$ cat config.mk
export PLATFORM = sky130hd
export DESIGN_NAME = trafik_monitor
export DESIGN_NICKNAME = d
export VERILOG_FILES = /design/src/rtl/trafik_monitor.sv
export SDC_FILE = /design/constraint.sdc
export NUM_CORES = 1
export LEC_CHECK = 0
export CORE_ASPECT_RATIO = 0.6
export CORE_MARGIN = 1
export CORE_UTILIZATION = 51
export CTS_CLUSTER_SIZE = 20
export DETAILED_ROUTE_END_ITERATION = 10
export PLACE_DENSITY = 0.89
export SYNTH_ARGS = -nofsm -noshare
export SYNTH_HDL_FRONTEND = slang
export SYNTH_SLANG_ARGS = --single-unit
export TNS_END_PERCENT = 5
$ cat constraint.sdc
create_clock -name clk -period 2.9 [get_ports clk]
set_input_delay 0.725 -clock clk [delete_from_list [all_inputs] [get_ports clk]]
set_output_delay 0.725 -clock clk [all_outputs]
set_load 0.01 [all_outputs]
$ cat src/rtl/trafik_monitor.sv
// Traffic-light lamp monitor: checks the lamp pattern, phase order and phase dwell times, and counts full cycles.
// Optional dwell-time checking (codes 3/4) is built only when TRAFIK_MON_DWELL_CHECK_EN is defined.
module trafik_monitor #(
   parameter int RED_MIN = 239_000_000,
   parameter int RED_MAX = 241_000_000,
   parameter int AMB_MIN = 49_000_000,
   parameter int AMB_MAX = 51_000_000,
   parameter int GRN_MIN = 119_000_000,
   parameter int GRN_MAX = 121_000_000
) (
   input  logic        clk,
   input  logic        rst_n,
   input  logic [2:0]  led,
   input  logic        clr_fault,
   output logic [1:0]  phase,
   output logic        phase_valid,
   output logic        fault,
   output logic [2:0]  fault_code,
   output logic [15:0] cycle_cnt
);

   typedef enum logic [2:0] {INIT, RED, AMBER, GREEN, FAULT} state_t;

   state_t      state, stateNext;
   logic [2:0]  ledReg;
   logic        sampled;
   logic [1:0]  phaseReg, phaseNext;
   logic [2:0]  codeReg, codeNext;
   logic [15:0] cycleNext;
   logic [1:0]  ledPhase, succPhase;
   logic        ledLegal;

`ifdef TRAFIK_MON_DWELL_CHECK_EN
   logic [27:0] dwell, dwellNext, dwellInc, curMin, curLim;
   logic        firstPhase, firstNext;
`endif

   function automatic state_t toState(input logic [1:0] p);
      case (p)
         2'd0:    return RED;
         2'd1:    return AMBER;
         default: return GREEN;
      endcase
   endfunction

   always_comb begin
      ledLegal = 1'b1;
      ledPhase = 2'd3;
      case (ledReg)
         3'b110:  ledPhase = 2'd0;
         3'b101:  ledPhase = 2'd1;
         3'b011:  ledPhase = 2'd2;
         default: ledLegal = 1'b0;
      endcase
      succPhase = (phaseReg == 2'd2) ? 2'd0 : phaseReg + 2'd1;
   end

`ifdef TRAFIK_MON_DWELL_CHECK_EN
   // Limits of the phase currently being tracked; the long check fires as the count reaches MAX+1.
   always_comb begin
      dwellInc = (dwell == 28'hFFF_FFFF) ? dwell : dwell + 28'd1;
      case (phaseReg)
         2'd0: begin curMin = 28'(RED_MIN); curLim = 28'(RED_MAX + 1); end
         2'd1: begin curMin = 28'(AMB_MIN); curLim = 28'(AMB_MAX + 1); end
         default: begin curMin = 28'(GRN_MIN); curLim = 28'(GRN_MAX + 1); end
      endcase
   end
`endif

   always_comb begin
      stateNext = state;
      phaseNext = phaseReg;
      codeNext  = codeReg;
      cycleNext = cycle_cnt;
`ifdef TRAFIK_MON_DWELL_CHECK_EN
      dwellNext = dwell;
      firstNext = firstPhase;
`endif
      if (clr_fault) begin
         stateNext = INIT;
         phaseNext = 2'd3;
         codeNext  = 3'd0;
`ifdef TRAFIK_MON_DWELL_CHECK_EN
         dwellNext = 28'd0;
`endif
      end else begin
         case (state)
            // The register holds all-ones until the first real sample arrives, so wait for it.
            INIT: if (sampled) begin
               if (!ledLegal) begin
                  stateNext = FAULT;
                  codeNext  = 3'd1;
               end else begin
                  stateNext = toState(ledPhase);
                  phaseNext = ledPhase;
`ifdef TRAFIK_MON_DWELL_CHECK_EN
                  dwellNext = 28'd1;
                  firstNext = 1'b1;
`endif
               end
            end
            RED, AMBER, GREEN: begin
               if (!ledLegal) begin
                  stateNext = FAULT;
                  codeNext  = 3'd1;
               end else if (ledPhase != phaseReg) begin
                  if (ledPhase != succPhase) begin
                     stateNext = FAULT;
                     codeNext  = 3'd2;
`ifdef TRAFIK_MON_DWELL_CHECK_EN
                  end else if (!firstPhase && dwell < curMin) begin
                     stateNext = FAULT;
                     codeNext  = 3'd3;
`endif
                  end else begin
                     stateNext = toState(ledPhase);
                     phaseNext = ledPhase;
                     if (phaseReg == 2'd2 && cycle_cnt != 16'hFFFF)
                        cycleNext = cycle_cnt + 16'd1;
`ifdef TRAFIK_MON_DWELL_CHECK_EN
                     dwellNext = 28'd1;
                     firstNext = 1'b0;
`endif
                  end
               end else begin
`ifdef TRAFIK_MON_DWELL_CHECK_EN
                  dwellNext = dwellInc;
                  if (dwellInc == curLim) begin
                     stateNext = FAULT;
                     codeNext  = 3'd4;
                  end
`endif
               end
            end
            default: ;
         endcase
      end
   end

   always_ff @(posedge clk or negedge rst_n) begin
      if (!rst_n) begin
         state     <= INIT;
         ledReg    <= 3'b111;
         sampled   <= 1'b0;
         phaseReg  <= 2'd3;
         codeReg   <= 3'd0;
         cycle_cnt <= 16'd0;
      end else begin
         state     <= stateNext;
         ledReg    <= led;
         sampled   <= 1'b1;
         phaseReg  <= phaseNext;
         codeReg   <= codeNext;
         cycle_cnt <= cycleNext;
      end
   end

`ifdef TRAFIK_MON_DWELL_CHECK_EN
   always_ff @(posedge clk or negedge rst_n) begin
      if (!rst_n) begin
         dwell      <= 28'd0;
         firstPhase <= 1'b0;
      end else begin
         dwell      <= dwellNext;
         firstPhase <= firstNext;
      end
   end
`endif

   assign phase       = phaseReg;
   assign phase_valid = (state == RED) || (state == AMBER) || (state == GREEN);
   assign fault       = (state == FAULT);
   assign fault_code  = codeReg;

endmodule

==> results.cfg, run 1 <==
[run_status]
outcome = complete, but fails checks
violations = design-rule violations

[min_path]
hp-class = flop to flop

[setup_path]
cp_max_fo = 13
path_class = flop to flop
cp_cell_sequence = xnor2_1, a2111o_1, a2111oi_4, nand2_2, buf_4, nor3_1, xor2_1
required_ns = 3.11
critical_path.top_delay_family = compound AO/OA/AOI/OAI gates
worst-path-buf-inv = 1
critPathMaxStageDelay_ns = 0.66
cpMaxStageDelayCell = dfstp_2
worstSetupStartpointType = flop
cp-end-kind = flop
crit_arrival_ns = 2.76

[cts]
cts_tree = yes
cts_buffer_depth = 2
cts_setup_buffers = 0
clkSinkCount = 27
cts_made_buffers = 3
path_clk_slew_ns = 0.09
ctsHoldBuffers = 0
cts.repair.resized = 0
cts_root_buffer = clkbuf_8
htreeDepth = 1
clk_latency_ns = 0.28

[placed_design]
pre_cts_ws_ns = 0.108
port_buffers = 27
hpwl_microns = 2510
place_congestion = 0.877

[power_and_ir_drop]
p_leak_uw = 0.000795
power_density_nw_per_um2 = 411
finalPower_uw = 746
ir_drop_mv = 0.378

[timing]
fmax_mhz = 392
report.final.slew_viol_count = 0
timing.final.ws_setup_ns = 0.350
finalCritPeriodShare = 0.879
finalSetupViolCount = 0
rsz0062_at_grt = no
fin_tns_setup_ns = 0
finClkSkew_ns = 0.00169
hold_viol = 0
post-route-min-period_ns = 2.55

[route]
drc = 3
drt_wl_total_microns = 3370
wire_per_inst_microns = 16.4
drtIter0Drc = 115
first_pass_iters = 9
vias = 1216
antenna_left = 0
vias_per_cell = 5.93

[floorplan]
coreArea_sq_um = 2610
die_area_sq_um = 3090
rows = 14
io_pins = 29
die_h_microns = 43.5
die_w_microns = 71.1
initial_core_util = 0.560

[finish]
finalNetCount = 181
area.growth.synth_to_final_pct = 24.2
drive_above_1_share = 0.127
antenna_cells = 0

[synthesis]
ys_types = 46
netlist_area_sq_um = 1460
ys_warn_count = 0
synth_fp_nets = 151
synth_edf_count = 0
synth-seq-cells = 27
ys.flop_type = dfrtp_1
async_reset_ff_frac = 1.00
syn_avg_cell_area_sq_um = 10.2
syn-instance-count = 144
yosysSeqAreaShare = 0.466

[global_routing]
grt.total_usage = 0.244
grt_pass1_vias = 1099
grt_antenna_before_repair = 0
grt_start_max_net_pins = 28
grt_overflow = 0
grt_first_pass_wirelength_microns = 5530

[run]
drv_cap = 0
-- worst register-to-register path, stage by stage, from the launching register on --
cell       delay (ns)
dfstp_2          0.66
xnor2_1          0.15
a2111o_1         0.50
a2111oi_4        0.38
nand2_2          0.21
buf_4            0.21
nor3_1           0.21
xor2_1           0.17
-- worst paths after layout --
check	from	to	slack [ns]	cells after the start
hold / removal	cycle_cnt[8]	cycle_cnt[8]	0.51	1
hold reg to reg	cycle_cnt[8]	cycle_cnt[8]	0.51	1
min in group asynchronous	rst_n	cycle_cnt[5]	0.82	2
setup / recovery	ledReg[0]	cycle_cnt[8]	0.35	7
max in group asynchronous	rst_n	phase[1]	1.77	2
setup reg to reg	ledReg[0]	cycle_cnt[8]	0.35	7
-- state kept, by name, summed over array words and instances (netlist names) --
| name | cells |
|---|---|
| ledReg | 3 |
| cycle_cnt | 16 |
| state | 3 |
| phase | 2 |
| sampled | 1 |
| fault_code | 2 |
-- cell families (layout without fill, tap and decap cells) --
family | Yosys count | in the layout | synth area share
compound gates | 24 | 24 | 0.125
flops | 27 | 27 | 0.466
fa+ha+maj | 1 | 1 | 0.00855
xor+xnor | 16 | 16 | 0.0958
other cells | 2 | 2 | 0.00513
simple gates | 61 | 61 | 0.252
buf+inv | 12 | 41 | 0.0402
mux | 1 | 1 | 0.00770
-- cell usage after synthesis (2+ instances only) --
| cell type | count | area [sq um] |
|---|---|---|
| xor2_1 | 10 | 87.6 |
| nor3b_1 | 4 | 30.0 |
| nor4b_1 | 2 | 17.5 |
| dfstp_2 | 5 | 131 |
| nor4bb_1 | 2 | 20.0 |
| conb_1 | 2 | 7.51 |
| nor3_2 | 4 | 40.0 |
| nor4_1 | 3 | 18.8 |
| a21oi_1 | 10 | 50.1 |
| nand3_1 | 7 | 35.0 |
| o21ai_0 | 2 | 10.0 |
| a211o_1 | 2 | 17.5 |
| nand2b_1 | 2 | 12.5 |
| dfrtp_1 | 22 | 551 |
| and3_1 | 2 | 12.5 |
| xnor2_1 | 6 | 52.6 |
| nand3b_1 | 2 | 15.0 |
| nor3_1 | 5 | 25.0 |
| inv_1 | 5 | 18.8 |
| nand2_1 | 7 | 26.3 |
| nand4_1 | 3 | 18.8 |
| buf_2 | 2 | 10.0 |
| clkbuf_1 | 3 | 11.3 |
| nor2_1 | 9 | 33.8 |
| nor2b_1 | 2 | 12.5 |
-- layout by cell type (no fill, tap or decap), types with 2 or more instances in the layout --
master | Yosys | routed
dfstp_2 | 5 | 5
nor4_1 | 3 | 3
xnor2_1 | 6 | 6
nor3_1 | 5 | 5
a211o_1 | 2 | 2
nand3b_1 | 2 | 2
nor3b_1 | 4 | 4
a21oi_1 | 10 | 10
nor3_2 | 4 | 4
xor2_1 | 10 | 10
nand4_1 | 3 | 3
clkbuf_8 | 0 | 3
nand2_1 | 7 | 7
nand2b_1 | 2 | 2
nor4b_1 | 2 | 2
and3_1 | 2 | 2
nor4bb_1 | 2 | 2
o21ai_0 | 2 | 2
conb_1 | 2 | 2
dfrtp_1 | 22 | 22
nor2b_1 | 2 | 2
inv_1 | 5 | 5
nor2_1 | 9 | 9
buf_4 | 1 | 5
clkdlybuf4s50_1 | 0 | 27
nand3_1 | 7 | 7
-- per-layer routing --
metal	wire (microns)	vias to the layer above	GRT usage
li1	-	571	-
met1	1610	577	0.342
met2	1460	58	0.367
met3	221	10	0.0581
met4	82	0	0.104
met5	0	-	0
-- final cells by class --
cell class	count	area [sq um]
Clock inverter	1	5.00
Clock buffer	3	41.3
Inverter	5	18.8
Sequential cell	27	682
Tap cell	32	40.0
Fill cell	181	793
Multi-Input combinational cell	105	722
Timing Repair Buffer	32	308
-- power by group --
group / switching [uW] / internal (uW)
combinational: 62.0 / 54.5
sequential: 20.9 / 393
clock: 119 / 96.6
-- stage by stage --
| step | std cells | util | instance area, sq um | hold slack [ns] |
|---|---|---|---|---|
| after floorplan | 144 | - | 1460 | 0.429 |
| after CTS | 205 | 0.696 | 1820 | 0.513 |
| after detailed placement | 201 | 0.678 | 1770 | 0.502 |
| after global routing | 205 | 0.696 | 1820 | 0.528 |
| after global placement | 201 | 0.678 | 1770 | 0.491 |
| final | 205 | 0.696 | 1820 | 0.511 |
Power figures use the tool's default switching activity.
==> run 2: changes to the inputs <==
Settings changed: PLACE_DENSITY 0.89 to not set, PLACE_DENSITY_LB_ADDON set to 0.2.
==> results.cfg, run 2 (synthesis gave the netlist of run 1 again) <==
[run_status]
violations = design-rule violations
outcome = complete, but fails checks

[cts]
cts_setup_buffers = 0
ctsHoldBuffers = 0
cts_root_buffer = clkbuf_8
htreeDepth = 1
path_clk_slew_ns = 0.09
cts_tree = yes
cts_buffer_depth = 2
cts_made_buffers = 3
cts.repair.resized = 0
clkSinkCount = 27
clk_latency_ns = 0.28

[floorplan]
die_w_microns = 71.1
initial_core_util = 0.560
coreArea_sq_um = 2610
rows = 14
die_area_sq_um = 3090
die_h_microns = 43.5
io_pins = 29

[finish]
fin_area_sq_um = 1820
regMostFlops = cycle_cnt
finalNetCount = 181
largest_reg_flops = 16
nFillCells = 206
layout_commonest_cell = clkdlybuf4s50_1
final_cell_mix = 27 x clkdlybuf4s50_1, 22 x dfrtp_1, 10 x a21oi_1, 10 x xor2_1, 9 x nor2_1
top_regs = cycle_cnt (16), ledReg (3), state (3)
seqCellArea_sq_um = 682
antenna_cells = 0
area.growth.synth_to_final_pct = 24.2
drive_above_1_share = 0.127
multiInputGateArea_sq_um = 722

[placed_design]
place_area_sq_um = 1770
hpwl_microns = 2320
place_congestion = 0.833
pre_cts_ws_ns = 0.129
port_buffers = 27

[timing]
finalCritPeriodShare = 0.876
timing.final.ws_setup_ns = 0.361
fmax_mhz = 394
worst_pin_slew_ns = 0.529
report.final.slew_viol_count = 0
post-route-min-period_ns = 2.54
fin_tns_setup_ns = 0
relSlewSlack = 0.644
hold_viol = 0
rsz0062_at_grt = no
finalSetupViolCount = 0
finClkSkew_ns = 0.00944

[global_routing]
grt_start_max_net_pins = 28
grt.total_usage = 0.230
grt_first_pass_wirelength_microns = 5270
grt_pass1_vias = 1131
grt_overflow = 0
grt_antenna_before_repair = 0

[route]
vias_per_cell = 5.75
first_pass_iters = 7
drtIter0Drc = 102
antenna_left = 0
wire_per_inst_microns = 15.3
drc = 2
drt_wl_total_microns = 3130
vias = 1178

[setup_path]
worstSetupStartpointType = flop
cp-end-kind = flop
reg2reg_slack_ns = 0.36
crit_arrival_ns = 2.74
cp_max_fo = 12
required_ns = 3.10
rr_worst_depth = 6
path_class = flop to flop

[run]
drv_cap = 0

[power_and_ir_drop]
ir_drop_mv = 0.302
p_leak_uw = 0.000795
power_density_nw_per_um2 = 407

[min_path]
hp-class = flop to flop
holdPathStages = 1
[run 2: cell counts in the layout (fill, tap and decap cells not counted)]
Identical to the previous run, type by type.
[run 2: where the power goes]
group | internal, uW | total, uW | switching (uW)
clock | 96.5 | 215 | 118
combinational | 54.3 | 113 | 58.5
sequential | 393 | 412 | 19.8
[run 2: final timing paths]
kind / start / endpoint
min in group asynchronous: rst_n / cycle_cnt[3]
worst min-delay path: fault_code[0] / fault_code[0]
worst max-delay path: ledReg[1] / cycle_cnt[13]
worst min register to register: fault_code[0] / fault_code[0]
max in group asynchronous: rst_n / ledReg[2]
worst max register to register: ledReg[1] / cycle_cnt[13]
[run 2: final cells by class]
cell class | count | share of cell area
inverters | 5 | 0.0103
repair buffers | 32 | 0.169
clock inverters | 1 | 0.00275
well taps | 32 | 0.0220
clock buffers | 3 | 0.0227
flip-flops and latches | 27 | 0.375
multi-input cells | 105 | 0.397
[run 2: worst max-delay path, cell delays in order (launching register included)]
cell       delay, ns
dfstp_2         0.66
a21oi_1         0.16
a2111o_1        0.48
a2111oi_4       0.37
nand2_2         0.22
nor4_1          0.36
xor2_1          0.20
[run 2: metal layers]
| metal | up-vias | track usage | part of all wire |
|---|---|---|---|
| met3 | 5 | 0.0837 | 0.071 |
| met5 | - | 0 | 0 |
| li1 | 574 | - | - |
| met1 | 559 | 0.320 | 0.50 |
| met2 | 40 | 0.335 | 0.42 |
| met4 | 0 | 0.0800 | 0.0099 |
[run 2: through the flow]
stage	hold slack, ns	utilization	power, uW	std cells
finish	0.511	0.696	740	205
global route	0.531	0.696	778	205
CTS	0.517	0.696	749	205
detailed placement	0.495	0.678	531	201
global placement	0.491	0.678	529	201
floorplan	0.429	-	484	144
==> run 3: changes to the inputs <==
Settings changed: CORE_UTILIZATION 51 to 40.
==> results.cfg, run 3 (synthesis gave the netlist of run 1 again) <==
[cts]
cts.repair.resized = 0
htreeDepth = 1
cts_tree = yes
clkSinkCount = 27
cts_buffer_depth = 2
clk_latency_ns = 0.28
cts_made_buffers = 3
ctsHoldBuffers = 0
cts_setup_buffers = 0
path_clk_slew_ns = 0.09
cts_root_buffer = clkbuf_8

[finish]
fin_area_sq_um = 1850
antenna_cells = 0
layout_commonest_cell = clkdlybuf4s50_1
top_regs = cycle_cnt (16), ledReg (3), state (3)
final_cell_mix = 27 x clkdlybuf4s50_1, 22 x dfrtp_1, 10 x a21oi_1, 10 x xor2_1, 9 x nor2_1
multiInputGateArea_sq_um = 722
area.growth.synth_to_final_pct = 26.5
utilization = 0.550
largest_reg_flops = 16
finalNetCount = 183
nFillCells = 309
regMostFlops = cycle_cnt
seqCellArea_sq_um = 682
drive_above_1_share = 0.137

[timing]
finalSetupViolCount = 0
worst_pin_slew_ns = 0.507
post-route-min-period_ns = 2.54
rsz0062_at_grt = no
finalCritPeriodShare = 0.877
relSlewSlack = 0.658
fin_tns_setup_ns = 0
report.final.slew_viol_count = 0
fmax_mhz = 393
finClkSkew_ns = 0.00985
hold_viol = 0

[route]
antenna_left = 0
first_pass_iters = 4
drc = 0
vias_per_cell = 5.41
drt_wl_total_microns = 3250
vias = 1191
wire_per_inst_microns = 14.8
drtIter0Drc = 89

[placed_design]
hpwl_microns = 2350
place_congestion = 0.807
port_buffers = 27
place_area_sq_um = 1800

[min_path]
holdPathStages = 1
hp-class = flop to flop

[power_and_ir_drop]
pwr-share-clk = 0.295
power_density_nw_per_um2 = 408
p_leak_uw = 0.000799
p_sw_uw = 207
internal-power_uw = 547
finalPower_uw = 755
ir_drop_mv = 0.190
comb_power_share = 0.156
sequentialPowerShare = 0.549
swShare = 0.275

[floorplan]
rows = 16
die_area_sq_um = 3910
die_h_microns = 48.8
initial_core_util = 0.435
coreArea_sq_um = 3360
io_pins = 29
die_w_microns = 80.1

[setup_path]
path_class = flop to flop
rr_worst_depth = 7
cp-end-kind = flop
worstSetupStartpointType = flop
required_ns = 3.09
crit_arrival_ns = 2.74
cp_max_fo = 13
reg2reg_slack_ns = 0.36

[global_routing]
grt.total_usage = 0.188
grt_first_pass_wirelength_microns = 5460
grt_pass1_vias = 1086
grt_antenna_before_repair = 0
grt_start_max_net_pins = 28
grt_overflow = 0

[run_status]
outcome = finished, final reports clean

[run]
drv_cap = 0
## run 3: path summary, 6_finish.rpt
check | start | endpoint
setup reg to reg | ledReg[0] | cycle_cnt[4]
setup / recovery | ledReg[0] | cycle_cnt[4]
max in group asynchronous | rst_n | ledReg[2]
hold / removal | cycle_cnt[8] | cycle_cnt[8]
hold reg to reg | cycle_cnt[8] | cycle_cnt[8]
min in group asynchronous | rst_n | cycle_cnt[11]
## run 3: worst max-delay path, stage by stage (launching register included)
cell	delay, ns
dfstp_2	0.67
a21oi_1	0.17
a2111o_1	0.48
a2111oi_4	0.40
nand2_2	0.19
buf_4	0.20
nor2_1	0.14
xor2_1	0.20
## run 3: layout make-up
class | instances | area share
Timing Repair Buffer | 34 | 0.174
Multi-Input combinational cell | 105 | 0.390
Tap cell | 45 | 0.0304
Clock inverter | 1 | 0.00406
Clock buffer | 3 | 0.0223
Sequential cell | 27 | 0.368
Inverter | 5 | 0.0101
## run 3: through the flow
step	hold WS [ns]	setup WS, ns	instances
floorplan	0.429	0.519	144
global placement	0.492	0.217	216
detailed placement	0.506	0.123	216
CTS	0.522	0.364	220
global route	0.544	0.183	220
finish	0.522	0.356	220
## run 3: layer usage
metal	vias up	share of wire	global-route usage
met3	6	0.067	0.0542
li1	574	-	-
met4	0	0.012	0.0536
met5	-	0	0
met2	41	0.41	0.256
met1	570	0.51	0.288
## run 3: power groups by stage
| stage | registers, uW | clock network [uW] | logic, uW |
|---|---|---|---|
| final | 414 | 223 | 118 |
| after global routing | 417 | 248 | 127 |
| after CTS | 414 | 235 | 117 |
| after detailed placement | 421 | 0 | 116 |
| after global placement | 419 | 0 | 114 |
| after floorplan | 412 | 0 | 72.0 |
